--- src/rtl/led_scan_ctrl_pkg.sv ---
// Shared constants for the LED scan controller: segment patterns and select polarity.
package led_scan_ctrl_pkg;

    localparam logic [6:0] SEG_E   = 7'b1001111;
    localparam logic [6:0] SEG_OFF = 7'b0000000;

    // Segment patterns {a,b,c,d,e,f,g} for BCD digits 0..9, 1 = lit.
    localparam logic [6:0] SEG_TABLE [0:9] = '{
        7'b1111110,
        7'b0110000,
        7'b1101101,
        7'b1111001,
        7'b0110011,
        7'b1011011,
        7'b1011111,
        7'b1110000,
        7'b1111111,
        7'b1111011
    };

    localparam logic SEL_ACTIVE = 1'b0;

endpackage

--- src/rtl/led_scan_ctrl_if.sv ---
// Host write port of the scan controller: frame data, blank mask and ready handshake.
interface led_scan_ctrl_if #(
    parameter int DIGITS = 4
);
    import led_scan_ctrl_pkg::*;

    logic                  wr_en;
    logic [4*DIGITS-1:0]   wr_data;
    logic [DIGITS-1:0]     wr_blank;
    logic                  wr_ready;

    modport master (output wr_en, output wr_data, output wr_blank, input wr_ready);
    modport slave  (input wr_en, input wr_data, input wr_blank, output wr_ready);

endinterface

--- src/rtl/led_scan_ctrl_seg_decode.sv ---
// BCD to 7-segment decode; any non-BCD code shows "E".
module seg_decode (
    input  logic [3:0] bcd,
    output logic [6:0] seg
);
    import led_scan_ctrl_pkg::*;

    // Table lookup for 0..9, "E" for 10..15.
    always_comb begin
        seg = SEG_E;
        if (bcd <= 4'd9) begin
            seg = SEG_TABLE[bcd];
        end
    end

endmodule

--- src/rtl/led_scan_ctrl.sv ---
// Time-multiplexed 7-segment scan controller with a double-buffered BCD frame.
// New frames commit only at a frame wrap (or immediately while dark) so a frame
// is never shown half old, half new.
module led_scan_ctrl #(
    parameter int DIGITS = 4,
    parameter int DIV    = 50000
) (
    input  logic              clk,
    input  logic              rst_n,
    input  logic              enable,
    led_scan_ctrl_if.slave    wr,
    output logic [6:0]        seg,
    output logic [DIGITS-1:0] sel,
    output logic              frame_done
);
    import led_scan_ctrl_pkg::*;

    localparam int CW = (DIV > 1) ? $clog2(DIV) : 1;
    localparam int IW = $clog2(DIGITS);
    localparam logic [CW-1:0] CNT_LAST = CW'(DIV - 1);
    localparam logic [IW-1:0] IDX_LAST = IW'(DIGITS - 1);

    logic [CW-1:0]          cnt;
    logic [IW-1:0]          idx;
    logic                   tick;
    logic                   boundary;
    logic                   pend_valid;
    logic [4*DIGITS-1:0]    pend_data;
    logic [DIGITS-1:0]      pend_blank;
    logic [4*DIGITS-1:0]    act_data;
    logic [DIGITS-1:0]      act_blank;
    logic [3:0]             cur_nibble;
    logic                   cur_blank;
    logic [6:0]             dec_seg;
    logic [DIGITS-1:0]      sel_next;

    assign tick     = enable && (cnt == CNT_LAST);
    assign boundary = tick && (idx == IDX_LAST);
    assign wr.wr_ready = !pend_valid;

    // Select the active nibble/blank bit and the one-cold strobe for the current slot.
    always_comb begin
        cur_nibble = 4'd0;
        cur_blank  = 1'b1;
        sel_next   = '1;
        for (int i = 0; i < DIGITS; i++) begin
            if (idx == IW'(i)) begin
                cur_nibble  = act_data[4*i +: 4];
                cur_blank   = act_blank[i];
                sel_next[i] = SEL_ACTIVE;
            end
        end
    end

    seg_decode u_seg_decode (
        .bcd (cur_nibble),
        .seg (dec_seg)
    );

    // Prescaler and digit index; both parked at 0 while dark.
    always_ff @(posedge clk or negedge rst_n) begin
        if (!rst_n) begin
            cnt <= '0;
            idx <= '0;
        end else if (!enable) begin
            cnt <= '0;
            idx <= '0;
        end else begin
            cnt <= tick ? '0 : cnt + CW'(1);
            if (tick) begin
                idx <= (idx == IDX_LAST) ? '0 : idx + IW'(1);
            end
        end
    end

    // Pending/active frame buffers; a write needs an empty pending slot, so it
    // can never coincide with a commit.
    always_ff @(posedge clk or negedge rst_n) begin
        if (!rst_n) begin
            pend_valid <= 1'b0;
            pend_data  <= '0;
            pend_blank <= '0;
            act_data   <= '0;
            act_blank  <= '1;
        end else if (pend_valid && (boundary || !enable)) begin
            act_data   <= pend_data;
            act_blank  <= pend_blank;
            pend_valid <= 1'b0;
        end else if (wr.wr_en && !pend_valid) begin
            pend_data  <= wr.wr_data;
            pend_blank <= wr.wr_blank;
            pend_valid <= 1'b1;
        end
    end

    // Registered pin drive, one cycle behind the digit index.
    always_ff @(posedge clk or negedge rst_n) begin
        if (!rst_n) begin
            seg        <= SEG_OFF;
            sel        <= '1;
            frame_done <= 1'b0;
        end else if (!enable) begin
            seg        <= SEG_OFF;
            sel        <= '1;
            frame_done <= 1'b0;
        end else begin
            seg        <= cur_blank ? SEG_OFF : dec_seg;
            sel        <= sel_next;
            frame_done <= boundary;
        end
    end

endmodule

--- src/flat_wrapper.sv ---
// flat-port wrapper written by rule: the top's interface ports become plain ports
module led_scan_ctrl_flat import led_scan_ctrl_pkg::*;
#(
    parameter int DIGITS = 4,
    parameter int DIV    = 50000
)
  (clk, rst_n, enable, seg, sel, frame_done, wr_wr_en, wr_wr_data, wr_wr_blank, wr_wr_ready);
  led_scan_ctrl_if #(.DIGITS(DIGITS)) wr_i ();
  input  logic clk;
  input  logic rst_n;
  input  logic enable;
  output logic [6:0] seg;
  output logic [DIGITS-1:0] sel;
  output logic frame_done;
  input wire logic [$bits(wr_i.wr_en)-1:0] wr_wr_en;
  input wire logic [$bits(wr_i.wr_data)-1:0] wr_wr_data;
  input wire logic [$bits(wr_i.wr_blank)-1:0] wr_wr_blank;
  output wire logic [$bits(wr_i.wr_ready)-1:0] wr_wr_ready;
  assign wr_i.wr_en = wr_wr_en;
  assign wr_i.wr_data = wr_wr_data;
  assign wr_i.wr_blank = wr_wr_blank;
  assign wr_wr_ready = wr_i.wr_ready;
  led_scan_ctrl #(.DIGITS(DIGITS), .DIV(DIV)) u_core (.clk(clk), .rst_n(rst_n), .enable(enable), .wr(wr_i), .seg(seg), .sel(sel), .frame_done(frame_done));
endmodule
--- config.mk ---
export PLATFORM = sky130hd
export DESIGN_NAME = led_scan_ctrl_flat
export DESIGN_NICKNAME = d
export VERILOG_FILES = /design/src/rtl/led_scan_ctrl_pkg.sv /design/src/rtl/led_scan_ctrl_if.sv /design/src/rtl/led_scan_ctrl_seg_decode.sv /design/src/rtl/led_scan_ctrl.sv /design/src/flat_wrapper.sv
export SDC_FILE = /design/constraint.sdc
export NUM_CORES = 1
export LEC_CHECK = 0
export CORE_MARGIN = 3
export CORE_UTILIZATION = 27
export DETAILED_ROUTE_END_ITERATION = 8
export SLEW_MARGIN = 20
export SYNTH_ARGS = -nofsm -noshare
export SYNTH_HDL_FRONTEND = slang
export SYNTH_SLANG_ARGS = --single-unit
--- constraint.sdc ---
create_clock -name clk -period 2.15 [get_ports clk]
set_input_delay 0.215 -clock clk [delete_from_list [all_inputs] [get_ports clk]]
set_output_delay 0.215 -clock clk [all_outputs]
set_load 0.03 [all_outputs]
==> flow_summary.toml, run 1 <==
[sta]
finClkSkew_ns = 0.00714
maxSlewViolCount = 0
tightest_slew_ns = 0.552
finalSetupTns_ns = 0
finalCritPeriodShare_pct = 97.9
holdWs_ns = 0.402
finalCriticalPeriod_ns = 2.10
setup_viol_count_final = 0
rsz0062_at_grt = "true"
relSlewSlack_pct = 63.2
finalHoldViolCount = 0
fmax_ghz = 0.475

[power]
leakage_nw = 1.89
ir_drop_v = 0.000417
power_frac_seq_pct = 39.8
swShare_pct = 26.8
p_int_w = 0.00345
clkPwrFrac_pct = 34.0
pwr-share-comb_pct = 26.2
powerDensity_mw_per_mm2 = 1060
p_sw_w = 0.00126

[setup_path]
path_cells = "inv_4 > ha_4 > buf_4 > buf_4 > nand2_1 > o211ai_1 > o221ai_4 > mux2_2 > a21oi_1"
ff2ff_path_depth = 9
worst_ep_arrival_time_ns = 2.35
crit_path_top_delay_cell = "dfrtp_2"
endpoint_kind = "flip-flop"
worstPathRequired_ns = 2.39
cp.depth = 9
cp_common_cell = "buf_4"
cp_num_buf_inv = 3
worstPathMaxFanout = 11
cp_top_family = "compound AO/OA/AOI/OAI gates"
worst-setup-path-type = "flip-flop to flip-flop"
cpPeakStageDelay_ns = 0.47
cp-start-kind = "flip-flop"

[synth]
yosysWarnings = 0
synth.cell_area_mm2 = 0.00328
ys_seq_elements = 71
syn-num-nets = 291
postSynthAreaPerCell_um2 = 12.8
synthArstFlopShare_pct = 100
synth-edff-count = 0
syn_inst = 256
ys_seq_area_share_pct = 54.5
synth.distinct_cells = 46
synth-main-ff-cell = "dfrtp_1"

[layout]
fin_cells = 469
drive_above_1_share_pct = 38.3
final_nets = 356
area_growth_pct = 35.8
fin_util_pct = 38.2
diodes = 0

[place]
dpl.hpwl_mm = 4.81
port_buffers = 36
dp_cells = 447
globalplace.congestion = 0.850

[run_status]
status = "finished, final reports clean"

[die]
core_area_mm2 = 0.0117
dieArea_mm2 = 0.0135
die_h_um = 116
rows = 39
pin_count = 37
initial_utilization_pct = 28.1
die_w_um = 116

[grt]
grt_pass1_vias = 2254
grt_start_max_net_pins = 26
antenna_found_initial = 0
grt_overflow = 0
grt_pass1_wl_mm = 11.0
grtUsageTotal_pct = 10.6

[clock_network]
clk_latency_ns = 0.33
cts_made_buffers = 9
cts_buffer_depth = 2
cts-root-buf = "clkbuf_16"
clk_pin_slew_ns = 0.06
cts.htree.levels = 3
cts_sinks = 71
cts_tree = "done"

[drt]
wl_per_cell_um = 13.9
vias = 2114
first_pass_iters = 4
drt_first_iter_violations = 59
wl_mm = 6.52
viasPerCell = 4.51
postRouteAntennaNets = 0
drc_errors = 0

[run]
max_cap_viol_count = 0

[hold_path]
hp-class = "input port to asynchronous set/reset pin"
[synth_stat cells (2+ instances only)]
cell type | count | area share [%]
o211ai_1 | 5 | 1.1
nor3_1 | 3 | 0.46
or2_2 | 2 | 0.38
o221ai_1 | 2 | 0.53
and4_1 | 2 | 0.53
buf_6 | 2 | 0.69
ha_1 | 11 | 4.2
clkbuf_1 | 2 | 0.23
and3_1 | 2 | 0.38
a31oi_1 | 3 | 0.57
buf_2 | 2 | 0.31
a21oi_1 | 5 | 0.76
nand2_1 | 27 | 3.1
xnor2_1 | 5 | 1.3
inv_1 | 7 | 0.80
xor2_1 | 9 | 2.4
nor2_1 | 20 | 2.3
nor2b_1 | 3 | 0.57
mux2_4 | 20 | 9.2
mux2_2 | 22 | 7.6
nand2b_1 | 2 | 0.38
nand3_1 | 5 | 0.76
dfstp_2 | 8 | 6.4
a311oi_1 | 2 | 0.53
dfrtp_1 | 63 | 48
and2_1 | 2 | 0.38
[metal layers]
metal	vias up	track usage (%)	routed length [um]
met4	0	3.94	113
met2	47	17.2	3140
met5	-	0	0
met3	9	3.78	314
li1	1020	-	-
met1	1038	13.1	2950
[cell families (layout without fill, tap and decap cells)]
logic type	after synthesis	count (layout)	synth area share [%]
buf+inv	16	86	2.48
flops	71	71	54.5
simple gates	76	76	12.0
compound gates	25	25	6.07
mux	43	43	17.0
xor+xnor	14	14	3.74
fa+ha+maj	11	11	4.20
[placed cells by master, fill, tap and decap left out, types with 3 or more instances in the layout]
cell	netlist	layout
dfrtp_1	63	61
clkdlybuf4s50_1	0	35
nand2_1	27	24
buf_4	1	23
mux2_2	22	22
mux2_4	20	20
nor2_1	20	19
xor2_1	9	9
clkbuf_16	0	9
dfstp_2	8	8
o211ai_1	5	5
a21oi_1	5	5
nand3_1	5	5
xnor2_1	5	5
ha_1	11	4
ha_4	0	4
inv_4	0	3
nand2_2	0	3
inv_1	7	3
nor3_1	3	3
ha_2	0	3
[power groups by stage]
stage	Clock [W]	Sequential (W)	Combinational, W
floorplan	0	0.00190	0.000714
global placement	0	0.00189	0.00110
detailed placement	0	0.00189	0.00114
CTS	0.00163	0.00188	0.00120
global route	0.00170	0.00192	0.00135
finish	0.00161	0.00188	0.00124
[path summary, 6_finish.rpt]
kind | slack [ns] | to | start
setup / recovery | 0.05 | u_core.seg[6] | u_core.idx[0]
hold / removal | 0.40 | u_core.cnt[6] | rst_n
setup reg to reg | 0.05 | u_core.seg[6] | u_core.idx[0]
hold reg to reg | 0.50 | u_core.cnt[0] | u_core.cnt[0]
max in group asynchronous | 0.97 | u_core.act_blank[0] | rst_n
min in group clk | 0.50 | u_core.pend_blank[1] | wr_wr_blank[1]
[sequential cells by signal, indices dropped and copies added (netlist names)]
name	count
u_core.idx	2
u_core.seg	7
u_core.pend_data	16
u_core.sel	4
u_core.pend_valid	1
u_core.frame_done	1
u_core.act_data	16
u_core.cnt	16
u_core.act_blank	4
u_core.pend_blank	4
[area by class of cell]
| type | instances | area (um2) |
|---|---|---|
| fill | 1127 | 7210 |
| sequential | 71 | 1790 |
| multi-input combinational | 169 | 1550 |
| timing repair buffer | 62 | 569 |
| clock buffer | 13 | 260 |
| tap | 143 | 179 |
| clock inverter | 3 | 65.1 |
| inverter | 8 | 37.5 |
[metrics by stage]
step | power, W | worst slack, ns | area (um2)
floorplan | 0.00261 | 0.0186 | 3350
global placement | 0.00299 | -0.0176 | 3990
detailed placement | 0.00303 | -0.0666 | 3990
CTS | 0.00471 | 0.00155 | 4400
global route | 0.00497 | -0.106 | 4450
finish | 0.00472 | 0.0450 | 4450
[worst register-to-register path: stages, from the launching register on]
cell and delay, ns:
dfrtp_2 0.47, inv_4 0.10, ha_4 0.15, buf_4 0.11
buf_4 0.11, nand2_1 0.04, o211ai_1 0.30, o221ai_4 0.25
mux2_2 0.32, a21oi_1 0.17
[repair_timing]
| action | CTS | global route |
|---|---|---|
| setup buffers | 3 | 2 |
| endpoints found under the hold margin | 21 | 0 |
| gates resized for setup | 12 | 11 |
| hold buffers | 1 | 0 |
| gates cloned | 0 | 0 |
| endpoints found under the setup margin | 3 | 5 |
| pin swaps | 6 | 10 |
Power figures use the tool's default switching activity.
==> inputs of run 2 (changes only) <==
--- a/config.mk
+++ b/config.mk
@@ -8,7 +8,6 @@
 export CORE_MARGIN = 3
 export CORE_UTILIZATION = 27
 export DETAILED_ROUTE_END_ITERATION = 8
-export SLEW_MARGIN = 20
 export SYNTH_ARGS = -nofsm -noshare
 export SYNTH_HDL_FRONTEND = slang
 export SYNTH_SLANG_ARGS = --single-unit
==> results of run 2 <==
The final DEF is identical to that of run 1; final timing and power are the same.
==> inputs of run 3 (changes only) <==
--- a/config.mk
+++ b/config.mk
@@ -5,7 +5,7 @@
 export SDC_FILE = /design/constraint.sdc
 export NUM_CORES = 1
 export LEC_CHECK = 0
-export CORE_MARGIN = 3
+export CORE_MARGIN = 2
 export CORE_UTILIZATION = 27
 export DETAILED_ROUTE_END_ITERATION = 8
 export SYNTH_ARGS = -nofsm -noshare
==> run 3 against run 2 <==
Clock skew is 0.00086 ns higher; global-route usage decreased by 0.14 points; flip-flop and latch count unchanged; count of clock-buffer cells in the layout fell by 3; power is 3.2% lower; die area is 3.4% lower; largest cell class unchanged.
==> flow_summary.toml, run 3 (synthesized netlist as in run 1, its figures left out) <==
[run_status]
status = "finished, final reports clean"

[clock_network]
clk_pin_slew_ns = 0.06
cts.htree.levels = 3
cts-root-buf = "clkbuf_16"
cts_sinks = 71
cts_tree = "done"
cts_buffer_depth = 2
cts_made_buffers = 9
clk_latency_ns = 0.33

[die]
core_area_mm2 = 0.0119
dieArea_mm2 = 0.0130
die_w_um = 114
rows = 40
pin_count = 37
initial_utilization_pct = 27.5
die_h_um = 114

[grt]
grt_overflow = 0
grt_pass1_vias = 2178
grtUsageTotal_pct = 10.5
antenna_found_initial = 0
grt_pass1_wl_mm = 10.5
grt_start_max_net_pins = 32

[layout]
fin_util_pct = 37.1
top_regs = "u_core.act_data (16), u_core.cnt (16), u_core.pend_data (16)"
layout_common_cells = "61 x dfrtp_1, 35 x clkdlybuf4s50_1, 25 x nand2_1, 22 x mux2_2, 20 x mux2_4"
drive_above_1_share_pct = 37.8
fill_cells = 1151
final_area_mm2 = 0.00442
area_growth_pct = 35.0
diodes = 0
final_nets = 353
final_common_cell = "dfrtp_1"

[sta]
maxSlewViolCount = 0
finalCriticalPeriod_ns = 2.13
rsz0062_at_grt = "true"
fin_ws_ns = 0.0214
relSlewSlack_pct = 64.6
finClkSkew_ns = 0.00800
finalCritPeriodShare_pct = 99.0
setup_viol_count_final = 0
finalHoldViolCount = 0
fmax_ghz = 0.470
tightest_slew_ns = 0.531

[place]
pre_cts_slack_ns = -0.0971
dpl.hpwl_mm = 4.56
globalplace.congestion = 0.842
placed_cell_area_mm2 = 0.00399
port_buffers = 36

[setup_path]
timing.rr.start = "u_core.idx[0]"
r2r_setup_slack_ns = 0.02
worstPathRequired_ns = 2.38
worstPathMaxFanout = 5
worst_ep_arrival_time_ns = 2.36
cpPeakStageDelay_ns = 0.47
cp_top_family = "compound AO/OA/AOI/OAI gates"
cp_num_buf_inv = 2
r2r-end = "u_core.seg[2]"
path_cells = "inv_4 > ha_4 > nor2_4 > buf_4 > o211ai_1 > o221ai_4 > ha_2 > or2_4 > and2_4 > a311oi_2"
worst-setup-path-type = "flip-flop to flip-flop"
crit_end = "u_core.seg[2]"
crit_path_top_delay_cell = "dfrtp_2"
startpoint = "u_core.idx[0]"
cp.depth = 10
ff2ff_path_depth = 10
cp-start-kind = "flip-flop"
endpoint_kind = "flip-flop"

[drt]
vias = 2091
wl_mm = 6.12
drc_errors = 0
drt_first_iter_violations = 53
first_pass_iters = 4
viasPerCell = 4.45
wl_per_cell_um = 13.0
postRouteAntennaNets = 0

[power]
ir_drop_v = 0.000506
leakage_nw = 1.86
powerDensity_mw_per_mm2 = 1030

[hold_path]
hp-class = "input port to asynchronous set/reset pin"

[run]
max_cap_viol_count = 0
==> run 3: changes by cell type in the layout (fill, tap and decap cells not counted), sizes merged <==
cell / previous run / this run
buf: 26 / 23
clkinvlp: 0 / 3
clkinv: 1 / 2
clkbuf: 13 / 10
bufinv: 2 / 1
==> run 3: power breakdown <==
group	internal, W	switching (W)	total (W)
combinational	0.000706	0.000510	0.00122
clock	0.000932	0.000547	0.00148
sequential	0.00166	0.000210	0.00187
==> run 3: cell type report <==
cell class	count	area (um2)	area share (%)
clock buffer	10	239	5.40
clock inverter	6	70.1	1.58
inverter	8	37.5	0.848
multi-input combinational	169	1550	34.9
sequential	71	1790	40.4
tap	147	184	4.16
timing repair buffer	59	559	12.6
==> run 3: worst min-delay path by stage <==
stage               slack [ns]                 end
floorplan                -0.08  u_core.act_data[0]
CTS                       0.31       u_core.cnt[7]
finish                    0.31       u_core.cnt[6]
detailed placement        0.12       u_core.cnt[7]
global route              0.33       u_core.cnt[7]
global placement          0.12       u_core.cnt[7]
==> run 3: worst register-to-register path, stage by stage, from the launching register on <==
cell,delay (ns)
dfrtp_2,0.47
inv_4,0.10
ha_4,0.16
nor2_4,0.05
buf_4,0.13
o211ai_1,0.12
o221ai_4,0.19
ha_2,0.22
or2_4,0.25
and2_4,0.16
a311oi_2,0.18
==> run 3: what timing repair did <==
item	CTS	global route
gates resized for setup	7	13
pin swaps	4	9
hold buffers	1	0
endpoints found under the setup margin	3	5
setup buffers	3	1
endpoints found under the hold margin	10	0
==> run 3: through the flow <==
step	hold WS [ns]	cells	total power, W	TNS [ns]
2_1_floorplan	-0.0806	256	0.00261	0
3_3_place_gp	0.116	449	0.00299	-0.0217
3_5_place_dp	0.119	449	0.00302	-0.0971
4_1_cts	0.310	469	0.00457	0
5_1_grt	0.330	470	0.00485	-0.151
6_report	0.306	470	0.00457	0
==> run 3: routing by layer <==
metal / up-vias / wire length, um / global-route usage, %
met2: 34 / 2910 / 16.3
li1: 1014 / - / -
met5: - / 0 / 0
met4: 0 / 98 / 4.23
met1: 1034 / 2880 / 13.3
met3: 9 / 234 / 3.71
